--- config.mk ---
export PLATFORM = sky130hd
export DESIGN_NAME = wb_mem_tester
export DESIGN_NICKNAME = d
export VERILOG_FILES = /design/src/rtl/wb_mem_tester_pkg.sv /design/src/rtl/wb_mem_pattern_gen.sv /design/src/rtl/wb_mem_tester.sv
export SDC_FILE = /design/constraint.sdc
export NUM_CORES = 1
export LEC_CHECK = 0
export ABC_AREA = 1
export CAP_MARGIN = 5
export CORE_MARGIN = 2
export CORE_UTILIZATION = 29
export CTS_CLUSTER_DIAMETER = 50
export DETAILED_ROUTE_END_ITERATION = 7
export GPL_TIMING_DRIVEN = 0
export PLACE_DENSITY_LB_ADDON = 0.2
export SLEW_MARGIN = 10
export SYNTH_ARGS = -nofsm -noshare
export SYNTH_HDL_FRONTEND = slang
export SYNTH_SLANG_ARGS = --single-unit
--- constraint.sdc ---
create_clock -name clk -period 3.21 [get_ports clk]
set_clock_uncertainty 0.05 [all_clocks]
set_input_delay 0.642 -clock clk [delete_from_list [all_inputs] [get_ports clk]]
set_output_delay 0.642 -clock clk [all_outputs]
set_load 0.01 [all_outputs]
--- src/rtl/wb_mem_tester_pkg.sv ---
// Shared definitions for the Wishbone memory tester.
//   state_e      : controller state encoding
//   PAT_*        : pattern_sel encodings
//   LFSR_TAPS    : Galois feedback mask for x^32+x^22+x^2+x+1
package wb_mem_tester_pkg;

   typedef enum logic [2:0] {
      StIdle,
      StWrReq,
      StWrRty,
      StWrGap,
      StRdReq,
      StRdRty,
      StRdGap,
      StDone
   } state_e;

   localparam logic [1:0] PAT_ADR  = 2'd0;
   localparam logic [1:0] PAT_NADR = 2'd1;
   localparam logic [1:0] PAT_LFSR = 2'd2;
   localparam logic [1:0] PAT_ALT  = 2'd3;

   // Right-shifting Galois form: bit k of the mask feeds term x^(k+1).
   localparam logic [31:0] LFSR_TAPS = 32'h8020_0003;

endpackage

--- src/rtl/wb_mem_pattern_gen.sv ---
// Test data generator.
//   clk, rst_n   : clock, async active-low reset
//   load         : restart the sequence (LFSR := seed, word parity := even)
//   advance      : step to the next word
//   pattern_sel  : pattern kind (PAT_*)
//   adr          : current byte address, used by the address patterns
//   pattern      : data word for the current index
module wb_mem_pattern_gen
   import wb_mem_tester_pkg::*;
#(
   parameter logic [31:0] LFSR_SEED = 32'hACE1_2468
) (
   input  logic        clk,
   input  logic        rst_n,
   input  logic        load,
   input  logic        advance,
   input  logic [1:0]  pattern_sel,
   input  logic [31:0] adr,
   output logic [31:0] pattern
);

   logic [31:0] lfsr_q;
   logic        odd_q;

   always_ff @(posedge clk or negedge rst_n) begin
      if (!rst_n) begin
         lfsr_q <= LFSR_SEED;
         odd_q  <= 1'b0;
      end else if (load) begin
         lfsr_q <= LFSR_SEED;
         odd_q  <= 1'b0;
      end else if (advance) begin
         lfsr_q <= (lfsr_q >> 1) ^ (lfsr_q[0] ? LFSR_TAPS : 32'h0);
         odd_q  <= ~odd_q;
      end
   end

   always_comb begin
      pattern = adr;
      unique case (pattern_sel)
         PAT_ADR:  pattern = adr;
         PAT_NADR: pattern = ~adr;
         PAT_LFSR: pattern = lfsr_q;
         PAT_ALT:  pattern = odd_q ? 32'hAAAA_AAAA : 32'h5555_5555;
      endcase
   end

endmodule

--- src/rtl/wb_mem_tester.sv ---
// Wishbone initiator that writes a pattern over a word range, reads it back and compares.
//   start/base_adr/word_count/pattern_sel : test request (start is a one-cycle pulse)
//   busy/done/pass/timeout                : test status
//   fail_count, first_fail_*              : failure statistics
//   adr/dout/din/cyc/stb/sel/we/ack/err/rty : Wishbone initiator port
module wb_mem_tester
   import wb_mem_tester_pkg::*;
#(
   parameter int unsigned TIMEOUT   = 1024,
   parameter logic [31:0] LFSR_SEED = 32'hACE1_2468,
   parameter int unsigned MAX_RTY   = 15
) (
   input  logic        clk,
   input  logic        rst_n,
   input  logic        start,
   input  logic [31:0] base_adr,
   input  logic [15:0] word_count,
   input  logic [1:0]  pattern_sel,
   output logic        busy,
   output logic        done,
   output logic        pass,
   output logic        timeout,
   output logic [15:0] fail_count,
   output logic [31:0] first_fail_adr,
   output logic [31:0] first_fail_exp,
   output logic [31:0] first_fail_got,
   output logic [31:0] adr,
   output logic [31:0] dout,
   input  logic [31:0] din,
   output logic        cyc,
   output logic        stb,
   output logic [3:0]  sel,
   output logic        we,
   input  logic        ack,
   input  logic        err,
   input  logic        rty
);

   localparam int unsigned TW = $clog2(TIMEOUT);
   localparam int unsigned RW = $clog2(MAX_RTY + 1);

   state_e        state_q, state_d;
   logic [31:0]   adr_q, adr_d;
   logic [31:0]   base_q, base_d;
   logic [15:0]   wc_q, wc_d;
   logic [15:0]   idx_q, idx_d;
   logic [1:0]    psel_q, psel_d;
   logic [TW-1:0] tmo_q, tmo_d;
   logic [RW-1:0] rty_q, rty_d;
   logic          timeout_q, timeout_d;
   logic          pass_q, pass_d;
   logic [15:0]   fail_q, fail_d;
   logic [31:0]   ff_adr_q, ff_adr_d;
   logic [31:0]   ff_exp_q, ff_exp_d;
   logic [31:0]   ff_got_q, ff_got_d;

   logic          pat_load, pat_adv;
   logic [31:0]   pattern;
   logic          rec_fail;
   logic [31:0]   rec_got;
   logic          is_rd, in_req;
   state_e        gap_st;

   wb_mem_pattern_gen #(
      .LFSR_SEED (LFSR_SEED)
   ) u_pattern_gen (
      .clk         (clk),
      .rst_n       (rst_n),
      .load        (pat_load),
      .advance     (pat_adv),
      .pattern_sel (psel_q),
      .adr         (adr_q),
      .pattern     (pattern)
   );

   assign is_rd  = (state_q == StRdReq);
   assign in_req = (state_q == StWrReq) || (state_q == StRdReq);
   assign gap_st = is_rd ? StRdGap : StWrGap;

   always_comb begin
      state_d   = state_q;
      adr_d     = adr_q;
      base_d    = base_q;
      wc_d      = wc_q;
      idx_d     = idx_q;
      psel_d    = psel_q;
      tmo_d     = tmo_q;
      rty_d     = rty_q;
      timeout_d = timeout_q;
      pass_d    = pass_q;
      fail_d    = fail_q;
      ff_adr_d  = ff_adr_q;
      ff_exp_d  = ff_exp_q;
      ff_got_d  = ff_got_q;
      pat_load  = 1'b0;
      pat_adv   = 1'b0;
      rec_fail  = 1'b0;
      rec_got   = 32'h0;

      unique case (state_q)
         StIdle: begin
            if (start) begin
               base_d    = base_adr & 32'hFFFF_FFFC;
               adr_d     = base_adr & 32'hFFFF_FFFC;
               wc_d      = word_count;
               psel_d    = pattern_sel;
               idx_d     = 16'h0;
               tmo_d     = '0;
               rty_d     = '0;
               timeout_d = 1'b0;
               fail_d    = 16'h0;
               ff_adr_d  = 32'h0;
               ff_exp_d  = 32'h0;
               ff_got_d  = 32'h0;
               pat_load  = 1'b1;
               if (word_count == 16'h0) begin
                  pass_d  = 1'b1;
                  state_d = StDone;
               end else begin
                  pass_d  = 1'b0;
                  state_d = StWrReq;
               end
            end
         end

         StWrReq, StRdReq: begin
            // Response priority: err > ack > rty.
            if (err) begin
               rec_fail = 1'b1;
               state_d  = gap_st;
            end else if (ack) begin
               if (is_rd && (din != pattern)) begin
                  rec_fail = 1'b1;
                  rec_got  = din;
               end
               state_d = gap_st;
            end else if (rty) begin
               tmo_d = '0;
               if (rty_q == RW'(MAX_RTY - 1)) begin
                  rec_fail = 1'b1;
                  state_d  = gap_st;
               end else begin
                  rty_d   = rty_q + RW'(1);
                  state_d = is_rd ? StRdRty : StWrRty;
               end
            end else if (tmo_q == TW'(TIMEOUT - 1)) begin
               timeout_d = 1'b1;
               pass_d    = 1'b0;
               state_d   = StDone;
            end else begin
               tmo_d = tmo_q + TW'(1);
            end
         end

         StWrRty: state_d = StWrReq;
         StRdRty: state_d = StRdReq;

         StWrGap: begin
            tmo_d = '0;
            rty_d = '0;
            if (idx_q == wc_q - 16'd1) begin
               idx_d    = 16'h0;
               adr_d    = base_q;
               pat_load = 1'b1;
               state_d  = StRdReq;
            end else begin
               idx_d   = idx_q + 16'd1;
               adr_d   = adr_q + 32'd4;
               pat_adv = 1'b1;
               state_d = StWrReq;
            end
         end

         StRdGap: begin
            tmo_d = '0;
            rty_d = '0;
            if (idx_q == wc_q - 16'd1) begin
               pass_d  = (fail_q == 16'h0) && !timeout_q;
               state_d = StDone;
            end else begin
               idx_d   = idx_q + 16'd1;
               adr_d   = adr_q + 32'd4;
               pat_adv = 1'b1;
               state_d = StRdReq;
            end
         end

         StDone: state_d = StIdle;

         default: state_d = StIdle;
      endcase

      if (rec_fail) begin
         if (fail_q == 16'h0) begin
            ff_adr_d = adr_q;
            ff_exp_d = pattern;
            ff_got_d = rec_got;
         end
         if (fail_q != 16'hFFFF) begin
            fail_d = fail_q + 16'd1;
         end
      end
   end

   always_ff @(posedge clk or negedge rst_n) begin
      if (!rst_n) begin
         state_q   <= StIdle;
         adr_q     <= 32'h0;
         base_q    <= 32'h0;
         wc_q      <= 16'h0;
         idx_q     <= 16'h0;
         psel_q    <= PAT_ADR;
         tmo_q     <= '0;
         rty_q     <= '0;
         timeout_q <= 1'b0;
         pass_q    <= 1'b0;
         fail_q    <= 16'h0;
         ff_adr_q  <= 32'h0;
         ff_exp_q  <= 32'h0;
         ff_got_q  <= 32'h0;
      end else begin
         state_q   <= state_d;
         adr_q     <= adr_d;
         base_q    <= base_d;
         wc_q      <= wc_d;
         idx_q     <= idx_d;
         psel_q    <= psel_d;
         tmo_q     <= tmo_d;
         rty_q     <= rty_d;
         timeout_q <= timeout_d;
         pass_q    <= pass_d;
         fail_q    <= fail_d;
         ff_adr_q  <= ff_adr_d;
         ff_exp_q  <= ff_exp_d;
         ff_got_q  <= ff_got_d;
      end
   end

   // Bus outputs decode from the state register, so cyc/stb fall on the response edge.
   assign stb = in_req;
   assign cyc = in_req || (state_q == StWrRty) || (state_q == StRdRty);
   assign we  = (state_q == StWrReq) || (state_q == StWrRty);
   assign sel = in_req ? 4'hF : 4'h0;
   assign adr = adr_q;
   assign dout = we ? pattern : 32'h0;

   assign busy = (state_q != StIdle) && (state_q != StDone);
   assign done = (state_q == StDone);
   assign pass = pass_q;
   assign timeout = timeout_q;
   assign fail_count = fail_q;
   assign first_fail_adr = ff_adr_q;
   assign first_fail_exp = ff_exp_q;
   assign first_fail_got = ff_got_q;

endmodule
; ---- Yosys cells after proc, flatten, opt, wreduce, memory -nomap -nowiden
; Index checks and enable logic that the tools add are counted.
[op_classes]
n_eq_ne = 27
n_addsub = 6
mux = 86
n_bitwise = 3
n_reduce_logical = 27
[ops]
columns = cell, count
row1 = 32-bit 2-to-1 mux, 24
row2 = 32-bit one-hot mux with 4 select lines, 1
row3 = 16-bit 2-to-1 mux, 7
row4 = 32-bit one-hot mux with 3 select lines, 1
row5 = 10-bit 2-to-1 mux, 5
row6 = 16-bit one-hot mux with 3 select lines, 1
row7 = "16-bit by 1-bit adder with 16-bit output, second input constant", 2
row8 = "32-bit by 3-bit adder with 32-bit output, second input constant", 1
row9 = 16-bit logical NOT, 2
row10 = 32-bit inequality test, 1
row11 = 32-bit inverter, 1
row12 = 31-bit by 32-bit XOR with 32-bit output, 1
row13 = 3-bit 2-to-1 mux, 10
row14 = 10-bit one-hot mux with 3 select lines, 1
row15 = 1-bit 2-to-1 mux, 24
row16 = 4-bit 2-to-1 mux, 6
row17 = 3-bit one-hot mux with 7 select lines, 1
row18 = "2-bit inequality test, second input constant", 9
row19 = 16-bit == test, 1
row20 = "16-bit inequality test, second input constant", 1
row21 = "16-bit by 1-bit subtractor with 16-bit output, second input constant", 1
row22 = "3-bit == test, second input constant", 4
row23 = 4-bit one-hot mux with 3 select lines, 1
row24 = 6-bit AND reduction, 2
row25 = other kinds (26), 41
[word_totals]
elab_cells = 165
register_bits = 260

; ---- Depth between registers and ports, before layout
[depth]
depth_word = 10
depth_mapped = 21
mapped_depth_nobuf = 19

; ---- Modules after synthesis
; Synthesis repeated with hierarchy kept, for this count alone.
[hier_totals]
cells_unflattened = 2521
hier_area_um2 = 16867.4
[by_module_without_submodules]
columns = mod, cells_each, instances, area_per_inst_um2, seq_area_each_um2
row1 = wb_mem_tester, 2213, 1, 14741.6, 5630.4
row2 = wb_mem_pattern_gen, 308, 1, 2125.8, 842.1

; ---- Worst setup path after synthesis
; OpenSTA, ideal clock, no wires.
[synth_path]
path_kind = reg-to-reg
from = reg wc_q[0]
to = reg adr_q[13], in the netlist adr[13]
t_arrival_ps = 2285
n_path_buf = 2
setup_slack_ps = 759
path_stages_with_launch = 18
cell_sequence = dfrtp_1 inv_1 ha_1 nand2_1 nor2_1 nand2_1 xor2_1 nand2_1 nor2_1 nand2_1 nor2_1 nand2_1 nand3_1 clkbuf_1 buf_2 nor2_1 nand2_1 nand2_1
[synth_via]
elab_chain_len = 4
elab_cells_between_ends = 6
classes_between = add/sub (1) / eq/ne (2) / mux (2) / reduce/logical (1)
[synth_lines]
columns = element, line_no
row1 = from (decl), wb_mem_tester.sv:45  ; logic [15:0] wc_q, wc_d;
row2 = from (signal assigned), wb_mem_tester.sv:225  ; wc_q <= wc_d;
row3 = 16-bit by 1-bit subtractor with 16-bit output *, "wb_mem_tester.sv:161, wb_mem_tester.sv:177"
row4 = 16-bit == test *, "wb_mem_tester.sv:161, wb_mem_tester.sv:177"
row5 = 32-bit 2-to-1 mux or 2-bit inequality test (tied branches), -
row6 = 32-bit one-hot mux with 3 select lines or 3-bit AND reduction (tied branches), -
row7 = to (signal assigned), wb_mem_tester.sv:223  ; adr_q <= adr_d;
row8 = to (decl), wb_mem_tester.sv:43  ; logic [31:0] adr_q, adr_d;
; Mark *: on every way between the ends. The rest lies on a longest branch, timed or not.
; A chain may end at the register's enable or synchronous reset.

; ---- Worst setup path in the final report
[layout_path]
from = reg psel_q[0]
to = out dout[25]
[layout_via]
elab_chain_len = 3
elab_cells_between_ends = 6
classes_between = eq/ne (3) / mux (2) / reduce/logical (1)
[layout_lines]
columns = element, line_no
row1 = from (decl), wb_mem_tester.sv:47  ; logic [1:0] psel_q, psel_d;
row2 = from (signal assigned), wb_mem_tester.sv:227  ; psel_q <= psel_d;
row3 = 2-bit == test (tied with other cells), wb_mem_pattern_gen.sv:40  ; unique case (pattern_sel)
row4 = 32-bit one-hot mux with 4 select lines *, wb_mem_pattern_gen.sv:40
row5 = 32-bit 2-to-1 mux *, wb_mem_tester.sv:245  ; assign dout = we ? pattern : 32'h0;
row6 = to (decl), wb_mem_tester.sv:28  ; output logic [31:0] dout,
; Marks and branches as above.

==> flow_summary.yaml <==
die:
  die_w_um: 245
  num_rows: 88
  core-area_um2: 57600
  io_pins: 275
  die-area_um2: 60000
  die_h_um: 245
  start_util: 0.292
logic_synthesis:
  ys_seq_area_frac: 0.384
  ys.flop_type: "dfrtp_1"
  avgSynthCellArea_um2: 6.45
  yosysTopAreaCellShare: 0.364
  synthArstFlopShare: 1.00
  synthCells: 2611
  yosys.area.top_type: "dfrtp_1"
  synth-warning-count: 0
  netlist_top_cells_area: "dfrtp_1, nand2_1, nand3_1"
  netlist_area_um2: 16800
  ys_types: 43
  synth-edff-count: 0
  ys_ff_latch: 258
finish:
  final_cell_area_um2: 22400
  finalNonFillerCells: 3735
  nets: 3032
  area_growth_pct: 32.8
  drive_gt1_frac: 0.0799
  fillers: 6068
  utilization: 0.388
worst_setup_path:
  start_kind: "register"
  required_ps: 2520
  cp_data_arrival_time_ps: 2460
  cp_max_fo: 10
  reg2reg_to: "first_fail_exp[16]"
  r2r_slack_ps: 190
  crit_path_start: "psel_q[0]"
  cp-end-kind: "primary output"
  r2r-start: "psel_q[0]"
  worstSetupPathType: "register to primary output"
  r2r_cells: 21
grt:
  grt-busiest-layer: "met2"
  antenna_found_initial: 4
  met1_usage: 0.325
  gr-total-overflow: 0
  grt_pass1_vias: 17577
  grt_pass1_wl_um: 107000
  use_met3: 0.0331
  grt_max_degree: 106
  grt_use_total: 0.234
  met2_usage: 0.356
clock_tree:
  clk_latency_ps: 560
  cts_buffers: 41
  clkTransAtPathRegs_ps: 50
  htreeDepth: 2
  cts_tree: "done"
  root_buffer: "clkbuf_16"
  cts_buffer_depth: 3
  cts.sinks: 258
sta:
  rsz0062_at_grt: "yes"
  max_freq_mhz: 318
  timing.max_slew.rel_slack: 0.292
  min_period_ps: 3150
  setup_viol: 0
  tightest_slew_ps: 1060
  hold_violations: 0
  timing.final.max_slew_violations: 0
  min_period_over_period: 0.981
detailed_routing:
  via_count: 18447
  wl_per_cell_um: 19.1
  drt_iter0_markers: 1664
  drc: 0
  ant_nets: 0
  routed_wl_um: 71200
  first_pass_iters: 7
  vias_per_cell: 4.94
place:
  port-buffer-count: 270
  postPlaceCellArea_um2: 20600
  hpwlAfterDp_um: 55700
  place_congestion: 0.929
  dp.cells: 3649
power_and_ir_drop:
  seqPwrFrac: 0.253
  p_comb_frac: 0.552
  pwr_density_cell_nw_per_um2: 1040
  clockPowerShare: 0.195
  p_total_mw: 23.4
  p_sw_mw: 11.6
  leakage_nw: 10.9
  power.internal_mw: 11.7
  vdd_drop_max_mv: 0.377
  switching_share: 0.497
worst_hold_path:
  whs_path_depth: 2
  hold_class: "register to register"
  min_from: "base_q[3]"
  hold_end: "base_q[3]"
run_status:
  status: "complete, no violations"
flow_run:
  maxCapViolCount: 0
[worst max path at each step]
stage                                          end  slack (ps)  cells after the start
final                                     dout[25]          60                      8
after floorplan                            adr[13]         760                     17
after detailed placement  u_pattern_gen.lfsr_q[14]        -450                     16
after CTS                                 dout[26]          -6                      9
after global routing                      dout[25]         -40                      8
after global placement                    wc_q[14]      -10130                      1
[layer usage]
layer  up-vias  routed length (um)  share of wire
li1       8912                   -              -
met1      8657               32000           0.45
met2       737               30900           0.43
met3       141                5030          0.071
met4         0                3260          0.046
met5         -                   0              0
[worst max-delay path, cell delays in order, from the launching register on]
cell	delay, ps
dfrtp_1	370
clkbuf_4	180
nor2_2	180
buf_6	160
nand2_1	100
nand3_1	140
nand2_2	120
nor2_1	110
clkdlybuf4s50_1	540
[layout make-up]
class	count	area (um2)	share of cell area
Antenna cell	4	10.0	0.000448
Buffer	137	719	0.0322
Clock buffer	59	1220	0.0544
Clock inverter	15	175	0.00783
Inverter	261	985	0.0440
Multi-Input combinational cell	1952	8930	0.399
Sequential cell	258	6480	0.290
Tap cell	765	957	0.0428
Timing Repair Buffer	284	2890	0.129
[layout by cell type, fill, tap and decap left out, types with 5 or more instances in the layout]
cell type	Yosys	routed
buf_1	12	10
inv_1	252	250
clkinv_2	0	5
clkbuf_4	0	10
clkbuf_8	0	8
o21ai_1	84	80
inv_2	6	6
buf_4	7	22
nand4_1	65	65
clkbuf_2	0	9
buf_2	35	23
nor2_1	245	225
nand2_1	1018	1005
dfrtp_1	245	239
a21oi_1	23	23
nand3_1	207	197
buf_6	9	11
dlygate4sd2_1	0	12
dlymetal6s2s_1	0	14
clkbuf_16	0	43
nor3_1	23	23
nor4_1	19	19
ha_1	9	9
xor2_1	55	55
xnor2_1	13	13
nor2_2	2	18
dfstp_2	13	13
nand2_2	5	14
clkbuf_1	78	70
dfrtp_2	0	6
or2_2	5	5
o21ai_0	153	152
clkdlybuf4s50_1	0	243
nand3_2	0	10
[logic make-up after synthesis]
family,Yosys count,share of synthesized area
AOI/OAI and AO/OA,276,0.0845
xor gates and xnor gates,69,0.0367
adders and majority gates,9,0.00669
buffers and inverters,402,0.0978
DFF,258,0.384
other,1,0.000223
and+or+nand+nor,1596,0.390
[registers in the layout, summed over array words and instances (netlist names), 4 cells and up]
signal and count:
base_q 30, first_fail_exp 32, adr 30, tmo_q 10, first_fail_got 32, first_fail_adr 32, idx_q 16, u_pattern_gen.lfsr_q 32
rty_q 4, fail_count 16, wc_q 16
[through the flow]
stage | hold WS, ps | worst slack, ps | setup TNS, ps
after floorplan | 296 | 759 | 0
after global placement | 404 | -10130 | -2594000
after detailed placement | 409 | -445 | -38080
after CTS | 422 | -6.37 | -6.37
after global routing | 443 | -35.7 | -57.8
final | 418 | 62.6 | 0
[power groups by stage]
| stage | clock network (mW) | registers (mW) | logic (mW) |
|---|---|---|---|
| after floorplan | 0 | 5.37 | 7.29 |
| after global placement | 0 | 5.80 | 12.2 |
| after detailed placement | 0 | 5.80 | 12.4 |
| after CTS | 4.66 | 5.81 | 12.7 |
| after global routing | 4.78 | 6.00 | 14.2 |
| final | 4.56 | 5.90 | 12.9 |
[cell usage after synthesis (2+ instances only)]
| cell | n |
|---|---|
| a21oi_1 | 23 |
| a31oi_1 | 4 |
| buf_1 | 12 |
| buf_2 | 35 |
| buf_4 | 7 |
| buf_6 | 9 |
| clkbuf_1 | 78 |
| clkinv_1 | 3 |
| dfrtp_1 | 245 |
| dfstp_2 | 13 |
| ha_1 | 9 |
| inv_1 | 252 |
| inv_2 | 6 |
| nand2_1 | 1018 |
| nand2_2 | 5 |
| nand3_1 | 207 |
| nand4_1 | 65 |
| nor2_1 | 245 |
| nor2_2 | 2 |
| nor3_1 | 23 |
| nor4_1 | 19 |
| o211ai_1 | 2 |
| o21ai_0 | 153 |
| o21ai_1 | 84 |
| o31ai_1 | 4 |
| or2_2 | 5 |
| xnor2_1 | 13 |
| xor2_1 | 55 |
[timing repair]
action                                  in CTS  in global routing
setup buffers                                5                  6
endpoints found under the setup margin     171                234
endpoints found under the hold margin       56                  0
pin swaps                                    5                  6
hold buffers                                 1                  0
resized for setup                           69                 70
Note: power is estimated with default switching activity, not from simulation.
